===== src/rtl/aes_ctr_framer_if.sv =====
// aes_ctr_framer_if: descriptor, plaintext-in and frame-out buses of aes_ctr_framer (Cfg_chain only with AES_FRAMER_IV_CHAIN_EN)
interface aes_ctr_framer_if #(
  parameter int BLOCK_SIZE = 128,
  parameter int KEY_LENGTH = 256,
  parameter int COUNT_WIDTH = 32
);
  logic Cfg_valid;
  logic Cfg_ready;
  logic [KEY_LENGTH-1:0] Cfg_key;
  logic [BLOCK_SIZE-1:0] Cfg_counter;
`ifdef AES_FRAMER_IV_CHAIN_EN
  logic Cfg_chain;
`endif
  logic S_axis_tvalid;
  logic S_axis_tready;
  logic [BLOCK_SIZE-1:0] S_axis_tdata;
  logic [BLOCK_SIZE/8-1:0] S_axis_tkeep;
  logic S_axis_tlast;
  logic M_axis_tvalid;
  logic M_axis_tready;
  logic [BLOCK_SIZE-1:0] M_axis_tdata;
  logic [BLOCK_SIZE/8-1:0] M_axis_tkeep;
  logic M_axis_tlast;
  logic M_axis_tuser;
  logic Busy;
  logic [COUNT_WIDTH-1:0] Frame_beats;
  modport slave (
`ifdef AES_FRAMER_IV_CHAIN_EN
    input Cfg_chain,
`endif
    input Cfg_valid, Cfg_key, Cfg_counter, S_axis_tvalid, S_axis_tdata, S_axis_tkeep, S_axis_tlast, M_axis_tready,
    output Cfg_ready, S_axis_tready, M_axis_tvalid, M_axis_tdata, M_axis_tkeep, M_axis_tlast, M_axis_tuser, Busy, Frame_beats
  );
  modport master (
`ifdef AES_FRAMER_IV_CHAIN_EN
    output Cfg_chain,
`endif
    output Cfg_valid, Cfg_key, Cfg_counter, S_axis_tvalid, S_axis_tdata, S_axis_tkeep, S_axis_tlast, M_axis_tready,
    input Cfg_ready, S_axis_tready, M_axis_tvalid, M_axis_tdata, M_axis_tkeep, M_axis_tlast, M_axis_tuser, Busy, Frame_beats
  );
endinterface


===== src/rtl/aes_ctr_framer.sv =====
// aes_ctr_framer: builds key-lo, key-hi, counter header then passes payload through to the AES-CTR core; counter chaining under AES_FRAMER_IV_CHAIN_EN
module aes_ctr_framer #(
  parameter int BLOCK_SIZE = 128,
  parameter int KEY_LENGTH = 256,
  parameter int COUNT_WIDTH = 32
) (
  input logic Clk,
  input logic Rst,
  aes_ctr_framer_if.slave b
);
  localparam int KEEP_W = BLOCK_SIZE / 8;
  typedef enum logic [3:0] {
    ST_IDLE    = 4'b0001,
    ST_KEY_HI  = 4'b0010,
    ST_COUNTER = 4'b0100,
    ST_PAYLOAD = 4'b1000
  } state_t;
  state_t state, state_n;
  logic [KEY_LENGTH-1:0] key_reg;
  logic [BLOCK_SIZE-1:0] ctr_reg, ctr_next, d_data;
  logic [KEEP_W-1:0] d_keep;
  logic slot_free, cfg_fire, s_fire, load, d_last, d_user;
  assign slot_free = ~b.M_axis_tvalid | b.M_axis_tready;
  assign cfg_fire = b.Cfg_valid & slot_free & (state == ST_IDLE);
  assign s_fire = b.S_axis_tvalid & slot_free & (state == ST_PAYLOAD);
  assign b.Busy = state != ST_IDLE;
`ifdef AES_FRAMER_IV_CHAIN_EN
  function automatic logic [BLOCK_SIZE-1:0] bswap(input logic [BLOCK_SIZE-1:0] x);
    for (int i = 0; i < KEEP_W; i++) bswap[8*i +: 8] = x[BLOCK_SIZE-8-8*i +: 8];
  endfunction
  assign ctr_next = b.Cfg_chain ? bswap(bswap(ctr_reg) + BLOCK_SIZE'(b.Frame_beats)) : b.Cfg_counter;
`else
  assign ctr_next = b.Cfg_counter;
`endif
  // next state, handshake readies and the beat offered to the output register
  always_comb begin
    state_n = state;
    load = 1'b0;
    d_data = '0;
    d_keep = '1;
    d_last = 1'b0;
    d_user = 1'b1;
    b.Cfg_ready = 1'b0;
    b.S_axis_tready = 1'b0;
    case (state)
      ST_IDLE: begin
        b.Cfg_ready = slot_free;
        load = cfg_fire;
        d_data = b.Cfg_key[BLOCK_SIZE-1:0];
        state_n = cfg_fire ? ST_KEY_HI : ST_IDLE;
      end
      ST_KEY_HI: begin
        load = slot_free;
        d_data = key_reg[KEY_LENGTH-1:BLOCK_SIZE];
        state_n = slot_free ? ST_COUNTER : ST_KEY_HI;
      end
      ST_COUNTER: begin
        load = slot_free;
        d_data = ctr_reg;
        state_n = slot_free ? ST_PAYLOAD : ST_COUNTER;
      end
      ST_PAYLOAD: begin
        b.S_axis_tready = slot_free;
        load = s_fire;
        d_data = b.S_axis_tdata;
        d_keep = b.S_axis_tkeep;
        d_last = b.S_axis_tlast;
        d_user = 1'b0;
        state_n = s_fire & b.S_axis_tlast ? ST_IDLE : ST_PAYLOAD;
      end
      default: state_n = ST_IDLE;
    endcase
  end
  // state, latched descriptor and payload beat counter
  always_ff @(posedge Clk) begin
    if (Rst) begin
      state <= ST_IDLE;
      key_reg <= '0;
      ctr_reg <= '0;
      b.Frame_beats <= '0;
    end else begin
      state <= state_n;
      if (cfg_fire) begin
        key_reg <= b.Cfg_key;
        ctr_reg <= ctr_next;
        b.Frame_beats <= '0;
      end
      if (s_fire) b.Frame_beats <= b.Frame_beats + COUNT_WIDTH'(1);
    end
  end
  // single output register; it only moves when the slot is free so stalled beats hold
  always_ff @(posedge Clk) begin
    if (Rst) begin
      b.M_axis_tvalid <= 1'b0;
      b.M_axis_tdata <= '0;
      b.M_axis_tkeep <= '0;
      b.M_axis_tlast <= 1'b0;
      b.M_axis_tuser <= 1'b0;
    end else if (slot_free) begin
      b.M_axis_tvalid <= load;
      if (load) begin
        b.M_axis_tdata <= d_data;
        b.M_axis_tkeep <= d_keep;
        b.M_axis_tlast <= d_last;
        b.M_axis_tuser <= d_user;
      end
    end
  end
endmodule


===== src/flat_wrapper.sv =====
// flat-port wrapper written by rule: the top's interface ports become plain ports
module aes_ctr_framer_flat 
#(
  parameter int BLOCK_SIZE = 128,
  parameter int KEY_LENGTH = 256,
  parameter int COUNT_WIDTH = 32
)
  (Clk, Rst, b_Cfg_valid, b_Cfg_key, b_Cfg_counter, b_S_axis_tvalid, b_S_axis_tdata, b_S_axis_tkeep, b_S_axis_tlast, b_M_axis_tready, b_Cfg_ready, b_S_axis_tready, b_M_axis_tvalid, b_M_axis_tdata, b_M_axis_tkeep, b_M_axis_tlast, b_M_axis_tuser, b_Busy, b_Frame_beats);
  aes_ctr_framer_if #(.BLOCK_SIZE(BLOCK_SIZE), .KEY_LENGTH(KEY_LENGTH), .COUNT_WIDTH(COUNT_WIDTH)) b_i ();
  input logic Clk;
  input logic Rst;
  input wire logic [$bits(b_i.Cfg_valid)-1:0] b_Cfg_valid;
  input wire logic [$bits(b_i.Cfg_key)-1:0] b_Cfg_key;
  input wire logic [$bits(b_i.Cfg_counter)-1:0] b_Cfg_counter;
  input wire logic [$bits(b_i.S_axis_tvalid)-1:0] b_S_axis_tvalid;
  input wire logic [$bits(b_i.S_axis_tdata)-1:0] b_S_axis_tdata;
  input wire logic [$bits(b_i.S_axis_tkeep)-1:0] b_S_axis_tkeep;
  input wire logic [$bits(b_i.S_axis_tlast)-1:0] b_S_axis_tlast;
  input wire logic [$bits(b_i.M_axis_tready)-1:0] b_M_axis_tready;
  output wire logic [$bits(b_i.Cfg_ready)-1:0] b_Cfg_ready;
  output wire logic [$bits(b_i.S_axis_tready)-1:0] b_S_axis_tready;
  output wire logic [$bits(b_i.M_axis_tvalid)-1:0] b_M_axis_tvalid;
  output wire logic [$bits(b_i.M_axis_tdata)-1:0] b_M_axis_tdata;
  output wire logic [$bits(b_i.M_axis_tkeep)-1:0] b_M_axis_tkeep;
  output wire logic [$bits(b_i.M_axis_tlast)-1:0] b_M_axis_tlast;
  output wire logic [$bits(b_i.M_axis_tuser)-1:0] b_M_axis_tuser;
  output wire logic [$bits(b_i.Busy)-1:0] b_Busy;
  output wire logic [$bits(b_i.Frame_beats)-1:0] b_Frame_beats;
  assign b_i.Cfg_valid = b_Cfg_valid;
  assign b_i.Cfg_key = b_Cfg_key;
  assign b_i.Cfg_counter = b_Cfg_counter;
  assign b_i.S_axis_tvalid = b_S_axis_tvalid;
  assign b_i.S_axis_tdata = b_S_axis_tdata;
  assign b_i.S_axis_tkeep = b_S_axis_tkeep;
  assign b_i.S_axis_tlast = b_S_axis_tlast;
  assign b_i.M_axis_tready = b_M_axis_tready;
  assign b_Cfg_ready = b_i.Cfg_ready;
  assign b_S_axis_tready = b_i.S_axis_tready;
  assign b_M_axis_tvalid = b_i.M_axis_tvalid;
  assign b_M_axis_tdata = b_i.M_axis_tdata;
  assign b_M_axis_tkeep = b_i.M_axis_tkeep;
  assign b_M_axis_tlast = b_i.M_axis_tlast;
  assign b_M_axis_tuser = b_i.M_axis_tuser;
  assign b_Busy = b_i.Busy;
  assign b_Frame_beats = b_i.Frame_beats;
  aes_ctr_framer #(.BLOCK_SIZE(BLOCK_SIZE), .KEY_LENGTH(KEY_LENGTH), .COUNT_WIDTH(COUNT_WIDTH)) u_core (.Clk(Clk), .Rst(Rst), .b(b_i));
endmodule

===== config.mk =====
export PLATFORM = sky130hd
export DESIGN_NAME = aes_ctr_framer_flat
export DESIGN_NICKNAME = d
export VERILOG_FILES = /design/src/rtl/aes_ctr_framer_if.sv /design/src/rtl/aes_ctr_framer.sv /design/src/flat_wrapper.sv
export SDC_FILE = /design/constraint.sdc
export NUM_CORES = 1
export LEC_CHECK = 0
export ABC_AREA = 1
export CAP_MARGIN = 20
export CORE_AREA = 5 5 276 278
export DETAILED_ROUTE_END_ITERATION = 16
export DIE_AREA = 0 0 281 283
export SLEW_MARGIN = 20
export SYNTH_ARGS = -nofsm -noshare
export SYNTH_HDL_FRONTEND = slang
export SYNTH_SLANG_ARGS = --single-unit

===== constraint.sdc =====
create_clock -name Clk -period 1.7 [get_ports Clk]
set_clock_uncertainty 0.1 [all_clocks]
set_input_delay 0.425 -clock Clk [delete_from_list [all_inputs] [get_ports Clk]]
set_output_delay 0.425 -clock Clk [all_outputs]
set_load 0.02 [all_outputs]

# Yosys cells after proc, flatten, opt, wreduce, memory -nomap -nowiden
# Index checks and enable logic that the tools add are counted.
dict set report word_totals {
  reg_bits 567
  inputBits 534
  word_cells 39
}
dict set report op_classes {
  n_addsub 1
  eq_ne 5
  muxes 14
  bitwise_logic 7
  n_reduce_logical 3
}
# op n
set ops {}
lappend ops {{$pmux W128 S4} 1}
lappend ops {{$mux W32} 2}
lappend ops {{$add A32 B1 Y32 const B} 1}
lappend ops {{$mux W16} 1}
lappend ops {{$pmux W4 S4} 1}
lappend ops {{$mux W4} 2}
lappend ops {{$and A1 B1 Y1} 5}
lappend ops {{$eq A4 B1 Y1 const B} 1}
lappend ops {{$eq A4 B2 Y1 const B} 1}
lappend ops {{$eq A4 B3 Y1 const B} 1}
lappend ops {{$eq A4 B4 Y1 const B} 1}
lappend ops {{$mux W1} 4}
lappend ops {{$ne A4 B1 Y1 const B} 1}
lappend ops {{$mux W3} 1}
lappend ops {{$pmux W1 S3} 1}
lappend ops {{$mux W2} 1}
lappend ops {{$reduce_and A2 Y1} 1}
lappend ops {{$reduce_bool A2 Y1} 1}
lappend ops {{$reduce_or A2 Y1} 1}
lappend ops {{$not A1 Y1} 1}
lappend ops {{$or A1 B1 Y1} 1}

# Logic depth before layout (Yosys ltp)
dict set report depth {
  ltp_word 7
  ltp_mapped 13
  ltp_nobuf 11
}

# Least setup slack after synthesis
# OpenSTA, ideal clock, no wires.
dict set report synth_timing {
  kind {flip-flop to flip-flop}
  from {register u_core.b.M_axis_tvalid}
  to {register u_core.b.M_axis_tdata[56]}
  t_arrival_ns 1.581
  required_time_ns 1.482
  path_slack_ns -0.099
  stages_incl_launch_ff 12
  synth_period_minus_slack_ns 1.799
  cell_sequence {dfxtp_1 -> nand2_1 -> inv_2 -> nor2_1 -> nand2_2 -> inv_4 -> nor2_8 -> nand2_4 -> buf_4 -> buf_4 -> o21ai_1 -> nor2_1}
}
dict set report synth_via {
  elab_chain_cells 6
  elab_cells_between_ends 8
}
# item line_no
set synth_rtl {}
lappend synth_rtl {{start, declared} aes_ctr_framer_if.sv:32} ;# output Cfg_ready, S_axis_tready, M_axis_tvalid, M_axis_tdata, M_axis_tkeep, M_axis_tlast, M_axis_tuser, Busy, ...
lappend synth_rtl {{start signal, assigned} aes_ctr_framer.sv:100} ;# b.M_axis_tvalid <= load;
lappend synth_rtl {{$not A1 Y1 (*)} aes_ctr_framer.sv:23} ;# assign slot_free = ~b.M_axis_tvalid | b.M_axis_tready;
lappend synth_rtl {{$or A1 B1 Y1 (*)} aes_ctr_framer.sv:23}
lappend synth_rtl {{$and A1 B1 Y1 (on tied branches) (2 in series)} {aes_ctr_framer.sv:25, aes_ctr_framer.sv:24}}
lappend synth_rtl {{$pmux W1 S3} aes_ctr_framer.sv:45} ;# case (state)
lappend synth_rtl {{$reduce_and A2 Y1 (no line) (*)} --}
lappend synth_rtl {{end signal, assigned} aes_ctr_framer.sv:102} ;# b.M_axis_tdata <= d_data;
lappend synth_rtl {{end, declared} aes_ctr_framer_if.sv:32}
# Mark *: on every way between the ends. The rest lies on a longest branch, timed or not.
# A chain may end at the register's enable or synchronous reset.

# Final worst setup path
dict set report layout_timing {
  from {register u_core.state[1]}
  to {register u_core.b.M_axis_tdata[48]}
}
dict set report layout_via {
  elab_chain_cells 4
  elab_cells_between_ends 10
}
# item line_no
set layout_rtl {}
lappend layout_rtl {{start, declared} aes_ctr_framer.sv:18} ;# state_t state, state_n;
lappend layout_rtl {{start signal, assigned} aes_ctr_framer.sv:82} ;# state <= state_n;
lappend layout_rtl {{$eq A4 B4 Y1 (tied with other cells)} {aes_ctr_framer.sv:25, aes_ctr_framer.sv:45}}
lappend layout_rtl {{$and A1 B1 Y1 (tied with other cells)} aes_ctr_framer.sv:25} ;# assign s_fire = b.S_axis_tvalid & slot_free & (state == ST_PAYLOAD);
lappend layout_rtl {{$pmux W1 S3} aes_ctr_framer.sv:45}
lappend layout_rtl {{$reduce_and A2 Y1 (no line)} --}
# Several ways; a longest one is shown, not always the timed one.

==> results by group <==
Outcome
  – Status: complete, but fails checks
  – Failing checks: negative setup slack

Cells and area
  – Most common cell after layout, fill and taps aside: sky130_fd_sc_hd__clkdlybuf4s50_1
  – Highest-count cells in the layout ignoring fill and taps: sky130_fd_sc_hd__clkdlybuf4s50_1, sky130_fd_sc_hd__nand2_1, sky130_fd_sc_hd__dfxtp_1
  – Number of fill cells: approximately 7600
  – Final nets: 4119
  – Post-route standard cell area excluding fillers: roughly 32000 µm²
  – Sequential standard cell area: ~8800 µm²
  – Area occupied by multi-input gates: 9450 µm²
  – Layout area overhead: 68.0%
  – Share of post-route cells with drive strength above 1: 0.219

Timing
  – Hold violation count in the final report: 0
  – Maximum clock frequency: between 500 and 600 MHz
  – Hold Slack: 326 ps
  – Worst relative slew slack: 0.693
  – Tmin final: 1980 ps
  – Final period util: 1.17
  – Max-slew violation count: 0
  – Final worst-path setup slack: -283 ps
  – Actual slew at the worst max-slew pin: 455 ps
  – Unrepaired setup endpoints after global routing: true
  – Setup-violating endpoint count in the final report: 379

Drt
  – Vias per std cell: 4.66
  – Remaining DRCs: 0
  – Total number of vias: 21498
  – Detailed-routing iteration count for the pre-antenna-repair pass: 5
  – Total wire length after detailed routing: between 90 and 100 mm
  – Antenna-violating nets left: 0
  – Starting DRT DRC Count: 1393
  – Average wire per cell in the routed design: roughly 20 µm

Floorplanning
  – Num rows: 100
  – Initial core utilization: 0.257
  – Die extent in y: 283 µm
  – Overall die area: 79500 µm²
  – I/O pin count: 716
  – Core box area: 73700 µm²
  – Die X: 281 µm

Logic synthesis
  – Post-Synth Simple-Gate Area: 0.221
  – Area fraction in compound gates after synthesis: 0.219
  – Post-synth EDFFs: 0
  – Share of synthesized cell area in full adder, half adder and majority cells: 0.000660
  – Mux cell area share after synthesis: 0
  – Xor-xnor portion of the synthesized cell area: 0
  – Main combinational cell family by area after synthesis: simple AND/OR/NAND/NOR gates
  – Yosys warning count: 0
  – Portion of the post-synthesis area used by sequential elements: 0.463
  – Most used flip-flop cell after synthesis: sky130_fd_sc_hd__dfxtp_1
  – Fraction of synthesized cell area taken by the top area cell type: 0.463
  – Proportion of register bits with asynchronous set or reset after synthesis: 0
  – Syn Inst Count: 2752
  – Mapped Avg Cell Area: 6.89 µm²
  – Number of distinct standard cells referenced by the synthesized netlist: 33
  – Number of synthesized register bits: ~440
  – Mapped Area: 19000 µm²
  – Syn Nets: 3287
  – Top cells by area, synth: sky130_fd_sc_hd__dfxtp_1, sky130_fd_sc_hd__o21ai_0, sky130_fd_sc_hd__nand2_1
  – Cell taking the most area after synthesis: sky130_fd_sc_hd__dfxtp_1

Worst hold path
  – Min-Delay Path Depth: 3
  – Class of the worst hold path: in -> reg

Clock network
  – Clock Latency Late Sink: 580 ps
  – CTS clock-pin slew for the worst setup and hold paths: 60 ps
  – Max Buffers Root-to-Sink: 3
  – Cts-stage hold buffer count: 0
  – Buffer cell driving the clock tree root: sky130_fd_sc_hd__clkbuf_16
  – Clock tree from TritonCTS: built
  – Cts bufs inserted: 52
  – Count of clock tree sinks: 439
  – Maximum level of the CTS H-tree: 2

GRT
  – Vias in the first global route: approximately 21000
  – Overflow after GRT: 0
  – Antenna violations before repair: 24
  – Pin count of the biggest net entering global routing: 65
  – Total global routing track utilization: 0.205
  – Wire length of the first global-routing pass: between 100 and 150 mm

Power and ir drop
  – Power per unit of standard cell area: ~1100 nW/µm²
  – Static leakage power: 0.0131 µW
  – Peak supply drop: 936 µV

Critical path
  – Depth of the worst register-to-register path: 12
  – Arrival time worst endpoint: 2350 ps
  – Crit path required time: 2070 ps
  – Worst Path Class, Setup: reg -> reg
  – Maximum fanout along the worst path: 7
  – Kind of end point of the critical path: flop
  – Kind of start point of the critical path: flop

Place
  – Detailed-placement wirelength estimate: 62.5 mm
  – DP Worst Slack: -789 ps
  – Final Wtd Congestion: 0.911
  – Input/output buffers: approximately 700
  – Instance area at placement: ~29000 µm²

Job
  – Number of max-capacitance violations reported: 0
==> metal layers <==
layer  routed length [µm]  GRT usage  up-vias
li1                     -          -    10664
met1                36600      0.254     9941
met2                44000      0.351      730
met3                 6700     0.0465      155
met4                 2820     0.0703        8
met5                   49          0        -
==> cells in the mapped netlist (2+ instances only) <==
master,number
sky130_fd_sc_hd__inv_2,5
sky130_fd_sc_hd__nand2_2,4
sky130_fd_sc_hd__dfxtp_1,439
sky130_fd_sc_hd__nor2_4,2
sky130_fd_sc_hd__nand4_1,18
sky130_fd_sc_hd__buf_1,5
sky130_fd_sc_hd__inv_1,244
sky130_fd_sc_hd__a21oi_1,231
sky130_fd_sc_hd__nor2_1,359
sky130_fd_sc_hd__nor2_2,3
sky130_fd_sc_hd__buf_2,49
sky130_fd_sc_hd__nor3_1,105
sky130_fd_sc_hd__o21ai_1,126
sky130_fd_sc_hd__buf_4,15
sky130_fd_sc_hd__nand2_1,492
sky130_fd_sc_hd__nor3b_1,2
sky130_fd_sc_hd__clkinv_1,2
sky130_fd_sc_hd__or2_2,2
sky130_fd_sc_hd__clkbuf_1,126
sky130_fd_sc_hd__a22oi_1,2
sky130_fd_sc_hd__nand3_1,45
sky130_fd_sc_hd__o21ai_0,465
==> stage by stage <==
| stage | power, µW | setup TNS [ps] | cells | util |
|---|---|---|---|---|
| after floorplan | 17300 | 0 | 2752 | - |
| after global placement | 22100 | -281090 | 4451 | 0.388 |
| after detailed placement | 22200 | -285270 | 4451 | 0.388 |
| after CTS | 34900 | -59980 | 4574 | 0.415 |
| after global routing | 37400 | -85100 | 4614 | 0.432 |
| final | 35700 | -47080 | 4614 | 0.432 |
==> layout make-up <==
cell class / instances / area share
Antenna cell: 20 / 0.00157
Sequential cell: 439 / 0.278
Clock inverter: 26 / 0.0111
Tap cell: 969 / 0.0381
Timing Repair Buffer: 973 / 0.297
Multi-Input combinational cell: 1866 / 0.297
Clock buffer: 69 / 0.0467
Inverter: 252 / 0.0309
==> path summary, 6_finish.rpt <==
kind	start	end	slack, ps
max	u_core.state[1]$_SDFF_PP0_	u_core.b.M_axis_tdata[48]$_SDFFE_PP0P_	-280
min	b_S_axis_tkeep[7]	u_core.b.M_axis_tkeep[7]$_SDFFE_PP0P_	330
max reg2reg	u_core.state[1]$_SDFF_PP0_	u_core.b.M_axis_tdata[48]$_SDFFE_PP0P_	-280
min reg2reg	u_core.key_reg[198]$_SDFFE_PP0P_	u_core.key_reg[198]$_SDFFE_PP0P_	340
==> what timing repair did <==
item / 4_1_cts / 5_1_grt
cloned: 14 / 9
endpoints found under the setup margin: 601 / 469
buffers inserted: 15 / 18
resized for setup: 956 / 290
pin swaps: 6 / 53
==> critical path, stage by stage, from the launching register on <==
cell and delay (ps):
sky130_fd_sc_hd__dfxtp_4 360, sky130_fd_sc_hd__nor2_4 180, sky130_fd_sc_hd__nand2_4 90, sky130_fd_sc_hd__buf_6 140, sky130_fd_sc_hd__nor2_4 120, sky130_fd_sc_hd__inv_2 60, sky130_fd_sc_hd__nand2_2 70, sky130_fd_sc_hd__nor2_4 60
sky130_fd_sc_hd__buf_12 150, sky130_fd_sc_hd__buf_12 150, sky130_fd_sc_hd__buf_6 120, sky130_fd_sc_hd__nor3_4 190, sky130_fd_sc_hd__nor2_1 50
==> logic make-up (layout without fill, tap and decap cells) <==
kind of cell / count (synthesis) / count (layout)
fa+ha+maj: 1 / 1
compound gates: 827 / 827
flops: 439 / 439
other cells: 0 / 20
simple gates: 1036 / 1038
buf+inv: 449 / 1320
==> power by group <==
group | leakage [µW] | total [µW] | internal, µW | switching (µW)
clock network | 0.000911 | 12100 | 7360 | 4720
registers | 0.00364 | 12600 | 11900 | 725
logic | 0.00854 | 11000 | 4810 | 6190
total | 0.0131 | 35700 | 24000 | 11600
No activity file was read; power rests on OpenSTA's default activity.
